<file path="src/rtl/traffic_light_checker_pkg.sv">
// rtl/traffic_light_checker_pkg.sv - shared phase/error encodings and schedule defaults
//
// Purpose: constants shared by the light checker and the light controller.
// Contents: phase_t (schedule phase), err_code_t (first-error type),
//           default segment lengths, expected_lights() helper.
package traffic_light_checker_pkg;

  typedef enum logic [2:0] {
    PH_G0   = 3'd0,
    PH_OFF1 = 3'd1,
    PH_G1   = 3'd2,
    PH_OFF2 = 3'd3,
    PH_G2   = 3'd4,
    PH_YEL  = 3'd5,
    PH_RED  = 3'd6
  } phase_t;

  typedef enum logic [1:0] {
    ERR_NONE  = 2'd0,
    ERR_MULTI = 2'd1,
    ERR_WRONG = 2'd2
  } err_code_t;

  localparam int DEF_G0_LEN    = 1024;
  localparam int DEF_BLINK_LEN = 128;
  localparam int DEF_Y_LEN     = 512;
  localparam int DEF_R_LEN     = 1024;
  localparam int DEF_POS_W     = 12;
  localparam int DEF_CNT_W     = 16;

  // Lights the controller must show in a phase, packed as {R, G, Y}.
  function automatic logic [2:0] expected_lights(input phase_t ph);
    case (ph)
      PH_G0, PH_G1, PH_G2: return 3'b010;
      PH_YEL:              return 3'b001;
      PH_RED:              return 3'b100;
      default:             return 3'b000;
    endcase
  endfunction

endpackage

</file>
<file path="src/rtl/traffic_schedule_pos.sv">
// rtl/traffic_schedule_pos.sv - light schedule position counter with phase decode
//
// Purpose: tracks the position inside the light schedule and decodes the phase.
// Ports: clk, rst (async active-low), pass (restart request, ignored in G0),
//        pos (current position), phase (decoded from pos, same cycle),
//        wrap (pos returns to 0 at schedule end this edge),
//        restart (pos returns to 0 due to pass this edge).
module traffic_schedule_pos
  import traffic_light_checker_pkg::*;
#(
  parameter int G0_LEN    = DEF_G0_LEN,
  parameter int BLINK_LEN = DEF_BLINK_LEN,
  parameter int Y_LEN     = DEF_Y_LEN,
  parameter int R_LEN     = DEF_R_LEN,
  parameter int POS_W     = DEF_POS_W
) (
  input  logic             clk,
  input  logic             rst,
  input  logic             pass,
  output logic [POS_W-1:0] pos,
  output phase_t           phase,
  output logic             wrap,
  output logic             restart
);

  // First position of each phase after G0, and the last schedule position.
  localparam logic [POS_W-1:0] OFF1_START = POS_W'(G0_LEN);
  localparam logic [POS_W-1:0] G1_START   = POS_W'(G0_LEN + BLINK_LEN);
  localparam logic [POS_W-1:0] OFF2_START = POS_W'(G0_LEN + 2*BLINK_LEN);
  localparam logic [POS_W-1:0] G2_START   = POS_W'(G0_LEN + 3*BLINK_LEN);
  localparam logic [POS_W-1:0] YEL_START  = POS_W'(G0_LEN + 4*BLINK_LEN);
  localparam logic [POS_W-1:0] RED_START  = POS_W'(G0_LEN + 4*BLINK_LEN + Y_LEN);
  localparam logic [POS_W-1:0] LAST_POS   = POS_W'(G0_LEN + 4*BLINK_LEN + Y_LEN + R_LEN - 1);

  // A pass restart outranks the end-of-schedule wrap.
  assign restart = pass && (pos >= OFF1_START);
  assign wrap    = !restart && (pos == LAST_POS);

  always_ff @(posedge clk or negedge rst) begin
    if (!rst) begin
      pos <= '0;
    end else if (restart || wrap) begin
      pos <= '0;
    end else begin
      pos <= pos + POS_W'(1);
    end
  end

  always_comb begin
    phase = PH_G0;
    if (pos >= RED_START)       phase = PH_RED;
    else if (pos >= YEL_START)  phase = PH_YEL;
    else if (pos >= G2_START)   phase = PH_G2;
    else if (pos >= OFF2_START) phase = PH_OFF2;
    else if (pos >= G1_START)   phase = PH_G1;
    else if (pos >= OFF1_START) phase = PH_OFF1;
  end

endmodule

</file>
<file path="config.mk">
export PLATFORM = sky130hd
export DESIGN_NAME = traffic_schedule_pos
export DESIGN_NICKNAME = d
export VERILOG_FILES = /design/src/rtl/traffic_light_checker_pkg.sv /design/src/rtl/traffic_schedule_pos.sv
export SDC_FILE = /design/constraint.sdc
export NUM_CORES = 1
export LEC_CHECK = 0
export CAP_MARGIN = 20
export CORE_MARGIN = 8
export CORE_UTILIZATION = 35
export CTS_CLUSTER_DIAMETER = 50
export CTS_CLUSTER_SIZE = 40
export DETAILED_ROUTE_END_ITERATION = 10
export PLACE_DENSITY = 0.68
export SLEW_MARGIN = 15
export SYNTH_ARGS = -nofsm -noshare
export SYNTH_HDL_FRONTEND = slang
export SYNTH_SLANG_ARGS = --single-unit
</file>
<file path="constraint.sdc">
create_clock -name clk -period 1.6 [get_ports clk]
set_input_delay 0.32 -clock clk [delete_from_list [all_inputs] [get_ports clk]]
set_output_delay 0.32 -clock clk [all_outputs]
set_load 0.1 [all_outputs]
</file>
# Word-level counts from Yosys, hierarchy flattened
# Index checks and enable logic that the tools add are counted.
[word_totals]
output_inout_bits = 17
word_cells = 20
reg_bits = 12
[op_classes]
reduce_logical = 4
n_addsub = 1
order_cmp = 6
eq_ne = 1
mux = 7
[op_table]
columns = ["op", "count"]
rows = [
  ["12-bit by 11-bit >= comparator with 1-bit output, second input constant", 5],
  ["12-bit by 1-bit adder with 12-bit output, second input constant", 1],
  ["12-bit equality test, second input constant", 1],
  ["12-bit >= comparator, second input constant", 1],
  ["12-bit two-way mux", 1],
  ["3-bit two-way mux", 3],
  ["2-bit two-way mux", 2],
  ["1-bit logical AND", 2],
  ["1-bit logical NOT", 1],
  ["1-bit logical OR", 1],
  ["1-bit two-way mux", 1],
]

# Longest topological paths before layout
# Gate-level depths: netlist of the first run.
[depth]
word_depth = 7
depth_mapped = 5
depth_no_buf = 5

# Least setup slack after synthesis of the first run
# No wires, ideal clock.
[synth_timing]
path_kind = "register to output"
start = "reg pos[0]"
end = "out wrap"
setup_slack_ns = -2.407
required_time_ns = 1.280
path_buffers = 0
stages_incl_launch_ff = 5
arrival_ns = 3.687
cell_sequence = "dfrtp_1 -> ha_1 -> and3_2 -> nand3_4 -> nor3_1"
[synth_between]
elab_chain_cells = 4
[synth_rtl]
columns = ["element", "line_no", "source"]
rows = [
  ["from (decl)", "traffic_schedule_pos.sv:20", "output logic [POS_W-1:0] pos,"],
  ["from (signal assigned)", "traffic_schedule_pos.sv:45", "pos <= pos + POS_W'(1);"],
  ["12-bit by 11-bit >= comparator with 1-bit output", "traffic_schedule_pos.sv:36", "assign restart = pass && (pos >= OFF1_START);"],
  ["1-bit logical AND", "traffic_schedule_pos.sv:36", ""],
  ["1-bit logical NOT", "traffic_schedule_pos.sv:37", "assign wrap = !restart && (pos == LAST_POS);"],
  ["1-bit logical AND *", "traffic_schedule_pos.sv:37", ""],
  ["to (decl)", "traffic_schedule_pos.sv:22", "output logic wrap,"],
]
# Mark *: on every way between the ends. The rest lies on a longest branch, timed or not.

# Final worst setup path of the first run
[layout_timing]
start = "reg pos[1]"
end = "out wrap"
# The elaborated chain is that of the path after synthesis.

==> impl_metrics.env, run 1 <==
export IMPL_postCtsHoldBufs=0
export IMPL_final_cells=148
export IMPL_grt_pass1_vias=713
export IMPL_max_slew_margin_rel_pct=81.4
export IMPL_mostFrequentLayoutCell="buf_4"
export IMPL_synthesis_nets=77
export IMPL_core_area_sq_um=1920
export IMPL_ant_nets=0
export IMPL_grt_setup_unrepaired="yes"
export IMPL_final_util_pct=77.3
export IMPL_io_pins=20
export IMPL_ff_latch_area_sq_um=333
export IMPL_syn_inst=72
export IMPL_fillers=135
export IMPL_power_density_nw_per_um2=1730
export IMPL_gp_congestion=0.734
export IMPL_placedCellCount=127
export IMPL_syn_area_sq_um=698
export IMPL_min_period_ps=1790
export IMPL_nets=127
export IMPL_grt_overflow=0
export IMPL_ys_flop_type="dfrtp_1"
export IMPL_yosysWarnings=0
export IMPL_postSynthAreaPerCell_sq_um=9.70
export IMPL_worst_pin_slew_ps=278
export IMPL_cts_buffers=3
export IMPL_worstHoldPathType="in -> async"
export IMPL_clock_sinks=12
export IMPL_die_w_microns=60.7
export IMPL_skew_ps=3.54
export IMPL_drtIter0Drc=12
export IMPL_violations="negative setup slack"
export IMPL_die_h_microns=60.7
export IMPL_status="finished with violations"
export IMPL_cp_end_kind="primary output"
export IMPL_top_regs="pos: 12 flops"
export IMPL_grt_first_pass_wirelength_microns=3400
export IMPL_die_area_sq_um=3680
export IMPL_area_delta_synth_final_pct=113
export IMPL_cts_tree="yes"
export IMPL_layout_common_cells="buf_4 (22), buf_12 (17), nor2_1 (10)"
export IMPL_cellLeakagePower_uw=0.000644
export IMPL_synth_top_area_share_pct=43.0
export IMPL_cap_violations=0
export IMPL_path_clk_slew_ps=80
export IMPL_grt_total_usage_pct=12.4
export IMPL_worst_setup_path_start_kind="flip-flop"
export IMPL_vdd_drop_max_v=0.00191
export IMPL_synth_area_leader_cell="dfrtp_1"
export IMPL_synth_edff_count=0
export IMPL_wl_per_cell_microns=14.9
export IMPL_arrival_ps=1470
export IMPL_clk_latency_ps=280
export IMPL_worstPathRequired_ps=1280
export IMPL_fin_ws_ps=-193
export IMPL_largest_register="pos"
export IMPL_via_count=704
export IMPL_critPathKind="reg -> out"
export IMPL_post_route_period_util_pct=112
export IMPL_fmax_mhz=558
export IMPL_clockBufferDepth=2
export IMPL_diodes=0
export IMPL_drt_total_wl_microns=2210
export IMPL_seq_area_frac_synth_pct=43.0
export IMPL_ys_async_sr_fraction_pct=100
export IMPL_antenna_found_initial=0
export IMPL_cp_max_fo=2
export IMPL_synth_seq_cells=12
export IMPL_drcViolationCount=0
export IMPL_largest_register_ffs=12
export IMPL_detail_route_first_pass_iterations=4
export IMPL_hold_violations=0
export IMPL_slew_violations=0
export IMPL_synth_distinct_cells=28
export IMPL_root_buffer="clkbuf_4"
export IMPL_start_util_pct=36.3
export IMPL_drive_gt1_share_pct=67.8
export IMPL_multiInputGateArea_sq_um=458
export IMPL_grt_max_degree=13
export IMPL_cts_htree_levels=1
export IMPL_rows=16
export IMPL_viasPerCell=4.76
export IMPL_synth_area_leaders="dfrtp_1 (43%), xor2_1 (6.3%), nor2_1 (5.9%)"
export IMPL_setup_viol=5
export IMPL_hpwl_microns=1390
export IMPL_numPortBuffers=19
[where the power goes]
group	internal (uW)	switching [uW]
clock network	138	112
registers	439	97.7
logic	697	1090
[repair_timing]
action / 4_1_cts / 5_1_grt
endpoints found under the setup margin: 5 / 6
setup buffers: 14 / 3
resized for setup: 12 / 3
pin swaps: 6 / 3
[worst max-delay path, stage by stage, from the launching register on]
cell and delay (ps):
dfrtp_4 430, ha_4 130, and3_4 190, nand3_4 90
nor3_4 150, buf_12 200
[worst paths after layout]
check / start / end / slack, ps / cells after the start
worst max-delay path: pos[1]$_DFF_PN0_ / wrap / -190 / 5
max in group asynchronous: rst / pos[7]$_DFF_PN0_ / 1080 / 2
worst min-delay path: rst / pos[2]$_DFF_PN0_ / 330 / 2
min in group clk: pos[6]$_DFF_PN0_ / pos[6]$_DFF_PN0_ / 630 / 2
worst max register to register: pos[1]$_DFF_PN0_ / pos[3]$_DFF_PN0_ / 50 / 7
worst min register to register: pos[6]$_DFF_PN0_ / pos[6]$_DFF_PN0_ / 630 / 2
[metal layers]
metal	wire (microns)	GRT usage, %
met1	915	14.5
met2	1120	20.7
met3	141	3.18
met4	35	5.32
met5	0	0
[through the flow]
step / setup TNS (ps) / setup WS (ps) / hold WS [ps] / power (uW) / instance area [sq um]
2_1_floorplan: -920 / -674 / 24.4 / 1550 / 816
6_report: -430 / -193 / 334 / 2580 / 1490
3_3_place_gp: 0 / 40.0 / 604 / 2190 / 1270
3_5_place_dp: 0 / 14.2 / 607 / 2210 / 1270
4_1_cts: -368 / -192 / 332 / 2550 / 1450
5_1_grt: -637 / -246 / 353 / 2690 / 1490
[kinds of logic (layout without fill, tap and decap cells)]
logic type | after synthesis | in the layout | synth area share [%]
flip-flops | 12 | 12 | 43.0
adder cells (fa/ha/maj) | 2 | 2 | 3.58
AO/OA/AOI/OAI | 11 | 11 | 11.8
XOR/XNOR | 9 | 9 | 11.3
AND/OR/NAND/NOR | 31 | 31 | 26.0
buffers and inverters | 7 | 56 | 4.30
[final cells by class]
type	instances	share of cell area, %
inverter	4	1.18
clock buffer	4	2.44
multi-input combinational	53	30.8
tap	27	2.27
timing repair buffer	48	40.9
sequential	12	22.4
[synth_stat cells (2+ instances only)]
| cell type | number |
|---|---|
| and3_2 | 2 |
| nand2b_1 | 2 |
| a21oi_1 | 3 |
| inv_1 | 4 |
| o21a_1 | 2 |
| ha_1 | 2 |
| nor2_1 | 11 |
| buf_2 | 3 |
| xnor2_1 | 4 |
| xor2_1 | 5 |
| nand2_1 | 3 |
| nand3_1 | 4 |
| dfrtp_1 | 12 |
Note: power is estimated with default switching activity, not from simulation.
==> run 2, diff against run 1 <==
--- a/config.mk
+++ b/config.mk
@@ -12,6 +12,7 @@
 export CTS_CLUSTER_SIZE = 40
 export DETAILED_ROUTE_END_ITERATION = 10
 export PLACE_DENSITY = 0.68
+export SKIP_LAST_GASP = 1
 export SLEW_MARGIN = 15
 export SYNTH_ARGS = -nofsm -noshare
 export SYNTH_HDL_FRONTEND = slang
==> run 2 against run 1 <==
Compared with the run above: the run still ends with negative setup slack left; first-iteration DRC count is 33% lower; worst hold slack worse by 1.1 ps; fmax barely moved; final area did not move; critical path depth stayed put; critical path type unchanged.
==> impl_metrics.env, run 2 (synthesis results as in run 1) <==
export IMPL_via_count=700
export IMPL_use_met3_pct=3.18
export IMPL_grt_max_degree=13
export IMPL_cap_violations=0
export IMPL_use_met2_pct=20.8
export IMPL_worstPathRequired_ps=1280
export IMPL_drive_gt1_share_pct=68.0
export IMPL_gp_congestion=0.734
export IMPL_rows=16
export IMPL_setup_viol=5
export IMPL_area_delta_synth_final_pct=113
export IMPL_grt_pass1_vias=707
export IMPL_hold_violations=0
export IMPL_r2r_slack_ps=20
export IMPL_cp_end_kind="primary output"
export IMPL_grt_overflow=0
export IMPL_die_h_microns=60.7
export IMPL_hpwl_microns=1390
export IMPL_postCtsHoldBufs=0
export IMPL_arrival_ps=1470
export IMPL_finalPower_uw=2570
export IMPL_cp_cell_sequence="ha_4, and3_4, nand3_4, nor3_4, buf_12"
export IMPL_grt_first_pass_wirelength_microns=3400
export IMPL_busiest_layer="met2"
export IMPL_grt_setup_unrepaired="yes"
export IMPL_start_util_pct=36.3
export IMPL_clk_latency_ps=280
export IMPL_layout_common_cells="buf_4 (25), buf_12 (17), nor2_1 (10)"
export IMPL_top_regs="pos: 12 flops"
export IMPL_cellLeakagePower_uw=0.000647
export IMPL_clock_sinks=12
export IMPL_path_clk_slew_ps=80
export IMPL_core_area_sq_um=1920
export IMPL_vdd_drop_max_v=0.00192
export IMPL_cts_buffers=3
export IMPL_ant_nets=0
export IMPL_max_slew_margin_rel_pct=81.3
export IMPL_power_density_nw_per_um2=1730
export IMPL_cts_htree_levels=1
export IMPL_grt_total_usage_pct=12.4
export IMPL_critPathSlowestCell="dfrtp_4"
export IMPL_diodes=0
export IMPL_numPortBuffers=19
export IMPL_worst_r2r_startpoint="pos[1]$_DFF_PN0_"
export IMPL_fin_ws_ps=-192
export IMPL_drt_total_wl_microns=2180
export IMPL_violations="negative setup slack"
export IMPL_skew_ps=5.64
export IMPL_worst_setup_path_start_kind="flip-flop"
export IMPL_r2r_cells=7
export IMPL_final_util_pct=77.3
export IMPL_drcViolationCount=0
export IMPL_antenna_found_initial=0
export IMPL_largest_register_ffs=12
export IMPL_status="finished with violations"
export IMPL_crit_family="simple AND/OR/NAND/NOR gates"
export IMPL_cp_buffers_inverters=1
export IMPL_clockBufferDepth=2
export IMPL_fillers=136
export IMPL_slew_violations=0
export IMPL_fmax_mhz=558
export IMPL_cpPeakStageDelay_ps=430
export IMPL_largest_register="pos"
export IMPL_detail_route_first_pass_iterations=4
export IMPL_min_period_ps=1790
export IMPL_grtUsageMet1_pct=14.4
export IMPL_tns_ps=-421
export IMPL_mostFrequentLayoutCell="buf_4"
export IMPL_critPathKind="reg -> out"
export IMPL_worst_pin_slew_ps=281
export IMPL_die_area_sq_um=3680
export IMPL_wl_per_cell_microns=14.7
export IMPL_die_w_microns=60.7
export IMPL_root_buffer="clkbuf_4"
export IMPL_drtIter0Drc=8
export IMPL_io_pins=20
export IMPL_worstHoldPathType="in -> async"
export IMPL_post_route_period_util_pct=112
export IMPL_cp_max_fo=2
export IMPL_reg2reg_to="pos[5]$_DFF_PN0_"
export IMPL_nets=128
export IMPL_viasPerCell=4.70
export IMPL_cts_tree="yes"
## run 2: cell types whose count changed in the layout (fill, tap and decap cells not counted)
cell   previous run  this run
buf_4            22        25
buf_6             6         4
## run 2: worst max-delay path by stage
stage                           startpoint      end  slack [ps]  cells after the start
after floorplan           pos[0]$_DFF_PN0_     wrap        -670                      4
after CTS                 pos[1]$_DFF_PN0_     wrap        -190                      5
after detailed placement              pass  restart          10                      3
after global placement                pass  restart          40                      3
final                     pos[1]$_DFF_PN0_     wrap        -190                      5
after global routing      pos[1]$_DFF_PN0_     wrap        -250                      5
## run 2: what timing repair did
action | in CTS | in global routing
buffers inserted | 14 | 4
gates resized for setup | 9 | 4
setup endpoints to repair | 5 | 6
cloned | 0 | 0
pin swaps | 6 | 4
## run 2: report_power, final
| part | total, uW | switching, uW | leakage [uW] | internal (uW) |
|---|---|---|---|---|
| clock network | 248 | 110 | 0.0000210 | 138 |
| logic | 1790 | 1100 | 0.000491 | 691 |
| registers | 534 | 95.6 | 0.000135 | 439 |
| total | 2570 | 1300 | 0.000647 | 1270 |
## run 2: worst reg2reg max path: cells and delay by family, from the launching register on
| kind | cells | cell delay, ps |
|---|---|---|
| buffers and inverters | 2 | 280 |
| flip-flops | 1 | 430 |
| adder cells (fa/ha/maj) | 1 | 130 |
| AND/OR/NAND/NOR | 3 | 360 |
| AO/OA/AOI/OAI | 1 | 260 |
## run 2: through the flow
step	std cells	hold WS [ps]	instance area [sq um]	setup slack, ps
floorplan	72	24.4	816	-674
finish	149	332	1490	-192
detailed placement	127	607	1270	14.2
global placement	127	604	1270	40.0
CTS	145	332	1440	-192
global route	149	353	1490	-246
## run 2: cell type report
cell class | instances | area, sq um | share of cell area (%)
clock buffers | 4 | 36.3 | 2.44
inverters | 4 | 17.5 | 1.18
multi-input cells | 53 | 458 | 30.8
flip-flops and latches | 12 | 333 | 22.4
well taps | 27 | 33.8 | 2.27
repair buffers | 49 | 608 | 40.9
## run 2: layer usage
layer	share of wire (%)	routed length, microns
met1	43	935
met2	49	1070
met3	6.3	137
met4	1.6	35
met5	0	0
